===== src/rtl/ifu_fetch_stage_pkg.sv =====
// Shared definitions for the instruction-fetch stage: FSM encoding and the
// layout of the fetch-to-decode bus.
package ifu_fetch_stage_pkg;

  typedef enum logic [1:0] {
    IFU_IDLE = 2'd0,
    IFU_REQ  = 2'd1,
    IFU_WAIT = 2'd2,
    IFU_HOLD = 2'd3
  } ifu_state_e;

  localparam int          IF_ID_BUS_W = 65;
  localparam int          ADEF_BIT    = 64;
  localparam int          PC_MSB      = 63;
  localparam int          PC_LSB      = 32;
  localparam logic [31:0] ADEF_INST   = 32'h0;

endpackage


===== src/rtl/ifu_fetch_stage.sv =====
// Instruction-fetch stage: takes one PC from pre-fetch, issues a single SRAM
// read, buffers the word and hands {adef, pc, inst} to decode.
module ifu_fetch_stage
  import ifu_fetch_stage_pkg::*;
#(
  parameter int PC_W = 32
) (
  input  logic                   clk,
  input  logic                   rst,
  input  logic                   preifu_to_ifu_valid,
  input  logic [PC_W-1:0]        pc_i,
  output logic                   ifu_allowin,
  input  logic                   flush_i,
  output logic                   inst_req,
  output logic [PC_W-1:0]        inst_addr,
  input  logic                   inst_addr_ok,
  input  logic                   inst_data_ok,
  input  logic [PC_W-1:0]        inst_rdata,
  output logic                   ifu_to_idu_valid,
  input  logic                   idu_allowin,
  output logic [IF_ID_BUS_W-1:0] ifu_to_idu_bus
);

  ifu_state_e      r_state, w_state_nxt;
  logic            r_cancel, w_cancel_nxt;
  logic [PC_W-1:0] r_pc, r_inst;
  logic            r_adef;
  logic            w_accept, w_misalign, w_data_keep;

  assign w_misalign  = (pc_i[1:0] != 2'b00);
  assign ifu_allowin = (r_state == IFU_IDLE && !r_cancel) ||
                       (r_state == IFU_HOLD && idu_allowin && !flush_i);
  assign w_accept    = preifu_to_ifu_valid && ifu_allowin;
  assign w_data_keep = (r_state == IFU_WAIT) && inst_data_ok && !r_cancel && !flush_i;

  always_ff @(posedge clk) begin
    if (rst) begin
      r_state  <= IFU_IDLE;
      r_cancel <= 1'b0;
    end else begin
      r_state  <= w_state_nxt;
      r_cancel <= w_cancel_nxt;
    end
  end

  // The request is never withdrawn once raised, so a flush in REQ only marks
  // the eventual response for discard.
  always_comb begin
    w_state_nxt  = r_state;
    w_cancel_nxt = r_cancel;
    case (r_state)
      IFU_IDLE: begin
        if (w_accept) w_state_nxt = w_misalign ? IFU_HOLD : IFU_REQ;
      end
      IFU_REQ: begin
        if (flush_i)      w_cancel_nxt = 1'b1;
        if (inst_addr_ok) w_state_nxt  = IFU_WAIT;
      end
      IFU_WAIT: begin
        if (inst_data_ok) begin
          w_state_nxt  = (r_cancel || flush_i) ? IFU_IDLE : IFU_HOLD;
          w_cancel_nxt = 1'b0;
        end else if (flush_i) begin
          w_cancel_nxt = 1'b1;
        end
      end
      IFU_HOLD: begin
        if (flush_i)          w_state_nxt = IFU_IDLE;
        else if (idu_allowin) w_state_nxt = !w_accept ? IFU_IDLE :
                                            (w_misalign ? IFU_HOLD : IFU_REQ);
      end
      default: w_state_nxt = IFU_IDLE;
    endcase
  end

  always_ff @(posedge clk) begin
    if (rst) begin
      r_pc   <= '0;
      r_inst <= '0;
      r_adef <= 1'b0;
    end else if (w_accept) begin
      r_pc   <= pc_i;
      r_adef <= w_misalign;
      if (w_misalign) r_inst <= ADEF_INST;
    end else if (w_data_keep) begin
      r_inst <= inst_rdata;
    end
  end

  assign inst_req         = (r_state == IFU_REQ);
  assign inst_addr        = inst_req ? r_pc : '0;
  assign ifu_to_idu_valid = (r_state == IFU_HOLD) && !flush_i;

  always_comb begin
    ifu_to_idu_bus                  = '0;
    ifu_to_idu_bus[ADEF_BIT]        = r_adef;
    ifu_to_idu_bus[PC_MSB:PC_LSB]   = r_pc;
    ifu_to_idu_bus[PC_LSB-1:0]      = r_inst;
  end

endmodule


===== config.mk =====
export PLATFORM = sky130hd
export DESIGN_NAME = ifu_fetch_stage
export DESIGN_NICKNAME = d
export VERILOG_FILES = /design/src/rtl/ifu_fetch_stage_pkg.sv /design/src/rtl/ifu_fetch_stage.sv
export SDC_FILE = /design/constraint.sdc
export NUM_CORES = 1
export LEC_CHECK = 0
export BUFFER_PORTS_ARGS = -buffer_cell sky130_fd_sc_hd__buf_4
export CAP_MARGIN = 10
export CORE_ASPECT_RATIO = 0.6
export CORE_MARGIN = 5
export CORE_UTILIZATION = 30
export DETAILED_ROUTE_END_ITERATION = 7
export HOLD_SLACK_MARGIN = 0.15
export PLACE_DENSITY = 0.61
export SKIP_LAST_GASP = 1
export SLEW_MARGIN = 20
export SYNTH_ARGS = -nofsm -noshare
export SYNTH_HDL_FRONTEND = slang
export SYNTH_SLANG_ARGS = --single-unit

===== constraint.sdc =====
create_clock -name clk -period 2.3 [get_ports clk]
set_input_delay 0.46 -clock clk [delete_from_list [all_inputs] [get_ports clk]]
set_output_delay 0.46 -clock clk [all_outputs]
set_load 0.005 [all_outputs]

==> metrics.csv, run 1 <==
stage,metric,value,unit
status,outcome,finished clean,
timing,Period minus WS final,2070,ps
floorplan,Die X,136,um
timing,Setup Skew,3.51,ps
timing,slew margin rel.,55.2,%
worst_setup_path,Top delay family on crit path,buffers and inverters,
floorplan,Die Y,85.4,um
worst_setup_path,worst path bufs/invs,3,
worst_setup_path,"setup slack, reg-to-reg",340,ps
floorplan,core area,9220,sq um
timing,accumulated negative setup slack,0,ps
synth,syn_nets,398,
floorplan,row count,27,
timing,setup violators final,0,
timing,Setup WS post-layout,228,ps
worst_setup_path,worst path required time,1840,ps
drt,WL per Instance,14.4,um
worst_setup_path,reg-to-reg startpoint,r_state[0]$_SDFFE_PP0P_,
drt,First-pass DRT Iterations,4,
worst_setup_path,CP Max Fanout,33,
power,P_leak,2.05,nW
worst_setup_path,CP max stage cell,dfxtp_1,
timing,FMAX,483,MHz
synth,Netlist cell types,30,
synth,Commonest cells post-synth,"68 x dfxtp_1, 66 x nand2_1, 35 x a21oi_1",
final_layout,# diodes,0,
synth,Main synth FF type,dfxtp_1,
synth,largest family of logic cells by synthesized area,simple AND/OR/NAND/NOR gates,
grt,gr ovfl total,0,
worst_setup_path,CP dominant cell by count,buf_4,
synth,ranking of synthesized cells by area,"dfxtp_1 48%, o2bb2ai_1 9.9%, nand2_1 8.7%",
place,worst slack at placement,306,ps
timing,RSZ-0062 raised after global routing,no,
synth,Synth Area in XOR/XNOR,0,%
worst_setup_path,crit-path max cell delay,330,ps
cts,cts bufs inserted,9,
timing,slew of the pin with the lowest slew margin,672,ps
synth,post-synthesis compound-gate area fraction,19.8,%
min_path,HP Class,input pin to register,
floorplan,Initial Util,30.8,%
worst_setup_path,crit-path cells,"inv_1, ha_1, buf_4, and2_1, buf_4",
cts,clock tree buffer depth,2,
synth,Synth Cell Area,2840,sq um
cts,hold-fix buffers at CTS,0,
timing,Hold Worst Slack,329,ps
synth,Ys Warns,0,
worst_setup_path,critical path arrival,1610,ps
synth,Syn Area/Cell,8.82,sq um
cts,root buffer cell,clkbuf_16,
grt,initial antenna violation count,0,
synth,area fraction of the dominant cell type after synthesis,47.9,%
final_layout,fin area,4590,sq um
floorplan,I/O pin total,171,
floorplan,die footprint,11600,sq um
grt,first-pass GRT wire length,13.5,mm
synth,sequential cell area fraction in the yosys report,47.9,%
synth,"count leader, synth",dfxtp_1,
grt,largest net degree at the start of global routing,70,
timing,final hold violations,0,
drt,1st-iter DRT viols,109,
cts,Max H-tree Level,3,
final_layout,Nets,561,
synth,Synth Area in Adders,2.20,%
min_path,worst hold start,inst_rdata[23],
timing,Slew Limit Fails,0,
cts,worst skew pair latency,330,ps
timing,final period utilization,90.1,%
power,pwr dens,911,nW/um^2
final_layout,P&R area growth vs syn,61.5,%
drt,Detail Route Antenna Nets,0,
place,gp weighted congestion,0.835,
synth,Seq cells post-synth,68,
place,Area after DPL,4250,sq um
cts,clock slew at reported path FFs,50,ps
synth,number of synthesized flops with an enable pin,0,
worst_setup_path,Startpoint Class,register,
synth,Synth async-reset ratio,0,%
synth,Post-Synthesis Cells,322,
cts,setup bufs post-CTS,0,
grt,GRT Overall Usage,14.6,%
final_layout,ratio of cells with drive above 1 in the final layout,40.0,%
cts,PostCTS Resize Cnt,0,
worst_setup_path,kind of critical path,register to primary output,
synth,Post-Synth Simple-Gate Area,25.6,%
drt,residual DRC count,0,
place,Post-DP HPWL,6.55,mm
drt,DR vias,2729,
flow_run,max_cap viols,0,
cts,CTS sink count,68,
power,Worst IR Drop VDD,406,uV
place,PortBufs,170,
grt,vias in the first global route,2522,
cts,TritonCTS clock tree,built,
drt,Vias per Instance,4.40,
synth,post-synthesis mux area share,0.705,%
drt,total wire length,8.94,mm
worst_setup_path,launch point of the worst path,r_state[1]$_SDFFE_PP0P_,
worst_setup_path,CP endpoint kind,primary output,
synth,"area leader, netlist",dfxtp_1,
power,"Power, Total",0.00418,W
## routing by layer
layer	vias to the layer above	track usage, %	share of wire, %
li1	1399	-	-
met3	7	4.92	8.7
met4	0	4.39	1.0
met1	1216	19.6	45
met5	-	0	0
met2	107	22.2	45
## cell families (layout without fill, tap and decap cells)
kind of cell,after synthesis,after routing
AO/OA/AOI/OAI,79,79
multiplexers,2,2
adder cells (fa/ha/maj),5,5
AND/OR/NAND/NOR,141,141
buffers and inverters,27,195
flip-flops,68,68
## through the flow
stage | util [%] | cells
2_1_floorplan | - | 322
3_3_place_gp | 45.9 | 603
3_5_place_dp | 46.1 | 604
4_1_cts | 49.7 | 620
5_1_grt | 49.7 | 620
6_report | 49.7 | 620
## cell usage in the layout, fill, tap and decap left out
| master | instances |
|---|---|
| o2bb2ai_1 | 32 |
| a21oi_1 | 35 |
| nand3_1 | 1 |
| o21ai_0 | 2 |
| nor2_1 | 4 |
| clkinvlp_4 | 1 |
| nor3_4 | 1 |
| and2_1 | 32 |
| buf_4 | 174 |
| bufinv_16 | 2 |
| nand2b_1 | 33 |
| clkbuf_16 | 9 |
| mux2i_4 | 1 |
| o41ai_1 | 1 |
| a311oi_1 | 1 |
| nor2b_1 | 1 |
| nand2b_2 | 1 |
| and2b_1 | 1 |
| mux2i_1 | 1 |
| ha_1 | 5 |
| a211oi_1 | 1 |
| inv_1 | 4 |
| a211o_1 | 1 |
| nand3b_4 | 1 |
| clkbuf_1 | 1 |
| nand2_1 | 66 |
| o221ai_1 | 1 |
| dfxtp_1 | 68 |
| clkbuf_8 | 3 |
| o211a_1 | 1 |
| o211ai_1 | 1 |
| buf_8 | 1 |
| a21bo_2 | 1 |
| a21o_1 | 1 |
| a21boi_4 | 1 |
## report_power, final
part / switching, W / internal [W] / total, W / leakage, nW
registers: 0.000118 / 0.00135 / 0.00146 / 0.553
logic: 0.000627 / 0.000564 / 0.00119 / 1.34
clock network: 0.000485 / 0.00104 / 0.00152 / 0.162
total: 0.00123 / 0.00295 / 0.00418 / 2.05
## registers in the layout (all words and copies together), names as in the netlist
signal / cells
r_adef: 1
r_cancel: 1
r_inst: 32
r_pc: 32
r_state: 2
## final cells by class
class | count | area, sq um
Multi-Input combinational cell | 227 | 1390
Fill cell | 899 | 4630
Tap cell | 130 | 163
Clock buffer | 13 | 270
Sequential cell | 68 | 1360
Inverter | 4 | 15.0
Clock inverter | 3 | 67.6
Timing Repair Buffer | 175 | 1320
## worst register-to-register path: stages (launching register included)
cell	delay, ps
dfxtp_1	380
inv_1	100
ha_1	250
nand2b_2	120
a21boi_4	90
nor3_4	570
buf_8	250
o2bb2ai_1	130
## final timing paths
| path | end | cells after the start |
|---|---|---|
| max | inst_addr[26] | 5 |
| min | r_inst[23]$_SDFFE_PP0P_ | 2 |
| max reg2reg | r_inst[6]$_SDFFE_PP0P_ | 7 |
| min reg2reg | r_pc[20]$_SDFFE_PP0P_ | 2 |
Power figures use the tool's default switching activity.
==> run 2: changes to the inputs <==
Settings changed: CORE_UTILIZATION 30 to 43, HOLD_SLACK_MARGIN 0.15 to 0.02, PLACE_DENSITY 0.61 to 0.82.
==> run 2 against run 1 <==
Compared with the run above:
- critical path depth did not move
- global-route usage rose by 5.2 points
- largest power group is now registers
- utilization rose by 20 points
- clock skew rose by 4.6 ps
==> metrics.csv, run 2 (synthesized netlist as in run 1, its figures left out) <==
stage,metric,value,unit
flow_run,max_cap viols,0,
worst_setup_path,kind of critical path,register to primary output,
power,clock share of power,28.3,%
drt,Detail Route Antenna Nets,0,
floorplan,row count,22,
worst_setup_path,critical path arrival,1600,ps
grt,largest net degree at the start of global routing,70,
drt,WL per Instance,14.5,um
status,outcome,finished clean,
drt,First-pass DRT Iterations,5,
power,Pint,0.00251,W
place,Post-DP HPWL,6.20,mm
grt,gr ovfl total,0,
worst_setup_path,CP endpoint kind,primary output,
drt,1st-iter DRT viols,220,
cts,CTS sink count,68,
grt,vias in the first global route,2692,
power,P_sw,0.00116,W
timing,accumulated negative setup slack,0,ps
cts,hold-fix buffers at CTS,0,
power,P_leak,1.99,nW
timing,slew margin rel.,53.9,%
worst_setup_path,crit path to,inst_addr[5],
cts,root buffer cell,clkbuf_8,
drt,residual DRC count,0,
timing,RSZ-0062 raised after global routing,no,
place,gp weighted congestion,0.767,
timing,setup violators final,0,
final_layout,Nets,561,
cts,cts bufs inserted,9,
final_layout,Largest regs,"r_inst x32, r_pc x32, r_state x2",
cts,clock tree buffer depth,2,
floorplan,Initial Util,45.3,%
final_layout,ratio of cells with drive above 1 in the final layout,40.1,%
worst_setup_path,worst path required time,1840,ps
timing,final period utilization,89.5,%
place,PortBufs,170,
drt,DR vias,2760,
worst_setup_path,launch point of the worst path,r_state[1]$_SDFFE_PP0P_,
power,Worst IR Drop VDD,524,uV
grt,GRT Overall Usage,19.8,%
cts,Max H-tree Level,3,
power,Comb pwr share,31.9,%
grt,first-pass GRT wire length,13.3,mm
power,pwr dens,834,nW/um^2
drt,Vias per Instance,4.82,
final_layout,P&R area growth vs syn,54.8,%
worst_setup_path,CP Max Fanout,32,
worst_setup_path,RR Endpoint,r_inst[26]$_SDFFE_PP0P_,
power,sw frac,31.6,%
worst_setup_path,reg-to-reg startpoint,r_state[0]$_SDFFE_PP0P_,
timing,final hold violations,0,
timing,slew of the pin with the lowest slew margin,690,ps
final_layout,# diodes,0,
timing,Setup Skew,8.16,ps
timing,Period minus WS final,2060,ps
place,Area after DPL,4170,sq um
cts,PostCTS Resize Cnt,0,
floorplan,Die X,115,um
worst_setup_path,R2R depth,7,
drt,total wire length,8.28,mm
floorplan,I/O pin total,171,
grt,initial antenna violation count,0,
final_layout,fin area,4400,sq um
power,share of total power in sequential cells,39.9,%
timing,Slew Limit Fails,0,
floorplan,Die Y,73.0,um
floorplan,core area,6280,sq um
min_path,HP Class,input pin to register,
final_layout,Fill cells,514,
final_layout,"commonest non-fill, non-tap cell in the layout",buf_4,
cts,setup bufs post-CTS,0,
final_layout,"commonest cells after routing, fill and taps aside","174 x buf_4, 68 x dfxtp_1, 66 x nand2_1",
cts,TritonCTS clock tree,built,
cts,worst skew pair latency,330,ps
worst_setup_path,Startpoint Class,register,
cts,clock slew at reported path FFs,70,ps
floorplan,die footprint,8390,sq um
timing,FMAX,486,MHz
worst_setup_path,"setup slack, reg-to-reg",300,ps
-- run 2: changes by cell type in the layout (fill, tap and decap cells not counted), sizes merged --
cell | before | now
clkbuf | 13 | 9
clkinv | 0 | 3
-- run 2: worst max-delay path: stages (launching register included) --
cell and delay, ps:
dfxtp_1 330, inv_1 120, ha_1 230, buf_4 290, and2_1 180, buf_4 110
-- run 2: layout make-up --
class	count	area, sq um	area share [%]
Multi-Input combinational cell	227	1380	31.4
Sequential cell	68	1360	31.0
Timing Repair Buffer	175	1320	30.0
Clock buffer	9	124	2.82
Tap cell	84	105	2.39
Clock inverter	6	90.1	2.05
Inverter	4	15.0	0.341
-- run 2: power groups by stage --
| stage | clock network, W | registers (W) | logic (W) |
|---|---|---|---|
| after floorplan | 0 | 0.00148 | 0.000611 |
| final | 0.00104 | 0.00146 | 0.00117 |
| after global routing | 0.00113 | 0.00149 | 0.00131 |
| after global placement | 0 | 0.00148 | 0.00115 |
| after detailed placement | 0 | 0.00149 | 0.00118 |
| after CTS | 0.00106 | 0.00146 | 0.00118 |
-- run 2: layer usage --
layer / vias to the layer above / routed length, um / part of all wire [%] / track usage, %
met5: - / 0 / 0 / 0
met4: 0 / 93 / 1.1 / 5.08
met3: 9 / 710 / 8.6 / 6.96
met2: 104 / 3930 / 47 / 32.3
met1: 1248 / 3550 / 43 / 25.1
li1: 1399 / - / - / -
-- run 2: worst min path at each step --
stage	startpoint	endpoint	cells after the start
6_report	inst_rdata[20]	r_inst[20]$_SDFFE_PP0P_	2
3_3_place_gp	r_inst[2]$_SDFFE_PP0P_	r_inst[2]$_SDFFE_PP0P_	2
5_1_grt	inst_rdata[22]	r_inst[22]$_SDFFE_PP0P_	2
3_5_place_dp	r_inst[11]$_SDFFE_PP0P_	r_inst[11]$_SDFFE_PP0P_	2
4_1_cts	inst_rdata[21]	r_inst[21]$_SDFFE_PP0P_	2
2_1_floorplan	r_inst[0]$_SDFFE_PP0P_	r_inst[0]$_SDFFE_PP0P_	2
-- run 2: per-stage QoR --
stage | instances | utilization (%) | hold WS (ps) | power (W) | setup slack [ps]
after floorplan | 322 | - | 459 | 0.00209 | 614
after global placement | 557 | 66.4 | 451 | 0.00263 | 229
after detailed placement | 557 | 66.4 | 454 | 0.00266 | 119
after CTS | 572 | 69.8 | 307 | 0.00371 | 114
after global routing | 573 | 70.1 | 295 | 0.00393 | 82.7
final | 573 | 70.1 | 325 | 0.00367 | 242
==> run 3: changes to the inputs <==
Settings changed: PLACE_DENSITY 0.82 to 0.85, RECOVER_POWER set to 25.
==> run 3 against run 2 <==
Compared with the run above:
- maximum frequency is 1.3% lower
- final cell count is the same
- count of clock-buffer cells in the layout grew 1
- final area down 2.0%
- non-clock buffer count unchanged
- wire length is 1.4% higher
- sequential power about the same
- clock skew fell by 2.0 ps
- sequential share of layout area grew 0.62 points
- critical path depth up 2
- register-to-register slack worse by 90 ps
- largest cell class unchanged
==> metrics.csv, run 3 (synthesized netlist as in run 1, its figures left out) <==
stage,metric,value,unit
status,outcome,finished clean,
place,Post-DP HPWL,6.30,mm
power,"Power, Total",0.00342,W
timing,final period utilization,90.7,%
floorplan,core area,6280,sq um
cts,cts bufs inserted,9,
drt,Detail Route Antenna Nets,0,
power,pwr dens,794,nW/um^2
timing,setup violators final,0,
final_layout,Final Instance Count excl. Fillers,573,
min_path,HP Class,input pin to register,
final_layout,P&R area growth vs syn,51.7,%
timing,Setup WS post-layout,214,ps
place,gp weighted congestion,0.797,
floorplan,Initial Util,45.3,%
place,worst slack at placement,121,ps
worst_setup_path,CP endpoint kind,register,
floorplan,row count,22,
final_layout,Fill cells,548,
place,PortBufs,170,
cts,root buffer cell,clkbuf_8,
final_layout,fin area,4310,sq um
drt,WL per Instance,14.7,um
grt,vias in the first global route,2531,
timing,FMAX,479,MHz
place,placed cell count,557,
timing,slew of the pin with the lowest slew margin,782,ps
final_layout,ratio of cells with drive above 1 in the final layout,38.4,%
grt,gr ovfl total,0,
cts,Max H-tree Level,3,
cts,PostCTS Resize Cnt,0,
cts,worst skew pair latency,330,ps
place,Area after DPL,4170,sq um
cts,setup bufs post-CTS,0,
final_layout,# diodes,0,
floorplan,Die X,115,um
drt,DR vias,2762,
power,P_leak,1.92,nW
final_layout,Nets,561,
drt,total wire length,8.40,mm
final_layout,"commonest cells after routing, fill and taps aside","133 x buf_4, 68 x dfxtp_1, 66 x nand2_1",
cts,hold-fix buffers at CTS,0,
floorplan,Die Y,73.0,um
drt,Vias per Instance,4.82,
final_layout,Largest regs,"r_inst x32, r_pc x32, r_state x2",
cts,clock tree buffer depth,2,
grt,first-pass GRT wire length,12.7,mm
worst_setup_path,kind of critical path,register to register,
cts,clock slew at reported path FFs,70,ps
drt,1st-iter DRT viols,119,
timing,Setup Skew,6.13,ps
timing,RSZ-0062 raised after global routing,no,
drt,First-pass DRT Iterations,4,
worst_setup_path,worst path required time,2550,ps
power,Worst IR Drop VDD,383,uV
grt,GRT Overall Usage,19.0,%
flow_run,max_cap viols,0,
floorplan,I/O pin total,171,
cts,TritonCTS clock tree,built,
timing,final hold violations,0,
worst_setup_path,critical path arrival,2340,ps
timing,accumulated negative setup slack,0,ps
timing,slew margin rel.,47.7,%
floorplan,die footprint,8390,sq um
worst_setup_path,CP Max Fanout,19,
drt,residual DRC count,0,
grt,largest net degree at the start of global routing,70,
worst_setup_path,Startpoint Class,register,
cts,CTS sink count,68,
timing,Slew Limit Fails,0,
final_layout,"commonest non-fill, non-tap cell in the layout",buf_4,
timing,Period minus WS final,2090,ps
grt,initial antenna violation count,0,
==> run 3: cell count changes in the layout (fill, tap and decap cells not counted) <==
cell	delta
buf_4	-41
clkbuf_4	+34
buf_8	-1
clkbuf_1	+8
clkinvlp_4	+1
buf_6	+1
clkinv_4	-2
bufinv_16	-2
clkinv_2	+2
==> run 3: path summary, 6_finish.rpt <==
path	start	endpoint	slack, ps	cells past startpoint
setup / recovery	r_state[0]$_SDFFE_PP0P_	r_inst[9]$_SDFFE_PP0P_	210	7
hold / removal	inst_rdata[8]	r_inst[8]$_SDFFE_PP0P_	330	2
setup reg to reg	r_state[0]$_SDFFE_PP0P_	r_inst[9]$_SDFFE_PP0P_	210	7
hold reg to reg	r_inst[22]$_SDFFE_PP0P_	r_inst[22]$_SDFFE_PP0P_	460	2
==> run 3: final cells by class <==
type / instances / area (sq um) / share of cell area (%)
multi-input cells: 227 / 1380 / 32.0
clock buffers: 10 / 128 / 2.96
repair buffers: 175 / 1290 / 29.9
well taps: 84 / 105 / 2.44
inverters: 4 / 15.0 / 0.348
clock inverters: 5 / 30.0 / 0.696
flip-flops and latches: 68 / 1360 / 31.6
==> run 3: power by group <==
part	total [W]	switching, W	internal (W)	leakage (nW)
logic	0.00116	0.000617	0.000543	1.29
registers	0.00146	0.000119	0.00135	0.553
clock network	0.000798	0.000418	0.000379	0.0779
total	0.00342	0.00115	0.00227	1.92
==> run 3: routing by layer <==
metal,routed length [um],global-route usage (%),share of wire (%),up-vias
li1,-,-,-,1402
met1,3610,23.9,43,1246
met2,3970,31.1,47,107
met3,729,6.55,8.7,7
met4,93,5.47,1.1,0
met5,0,0,0,-
==> run 3: critical path: stages (launching register included) <==
cell and delay [ps]:
dfxtp_1 390, inv_1 110, ha_1 260, nand2b_2 130
a21boi_4 80, nor3_4 650, buf_6 260, o2bb2ai_1 120
==> run 3: metrics by stage <==
stage          utilization [%]  hold WS (ps)
6_report                  68.7           328
5_1_grt                   68.7           305
2_1_floorplan                -           459
3_3_place_gp              66.4           453
3_5_place_dp              66.4           455
4_1_cts                   68.9           310
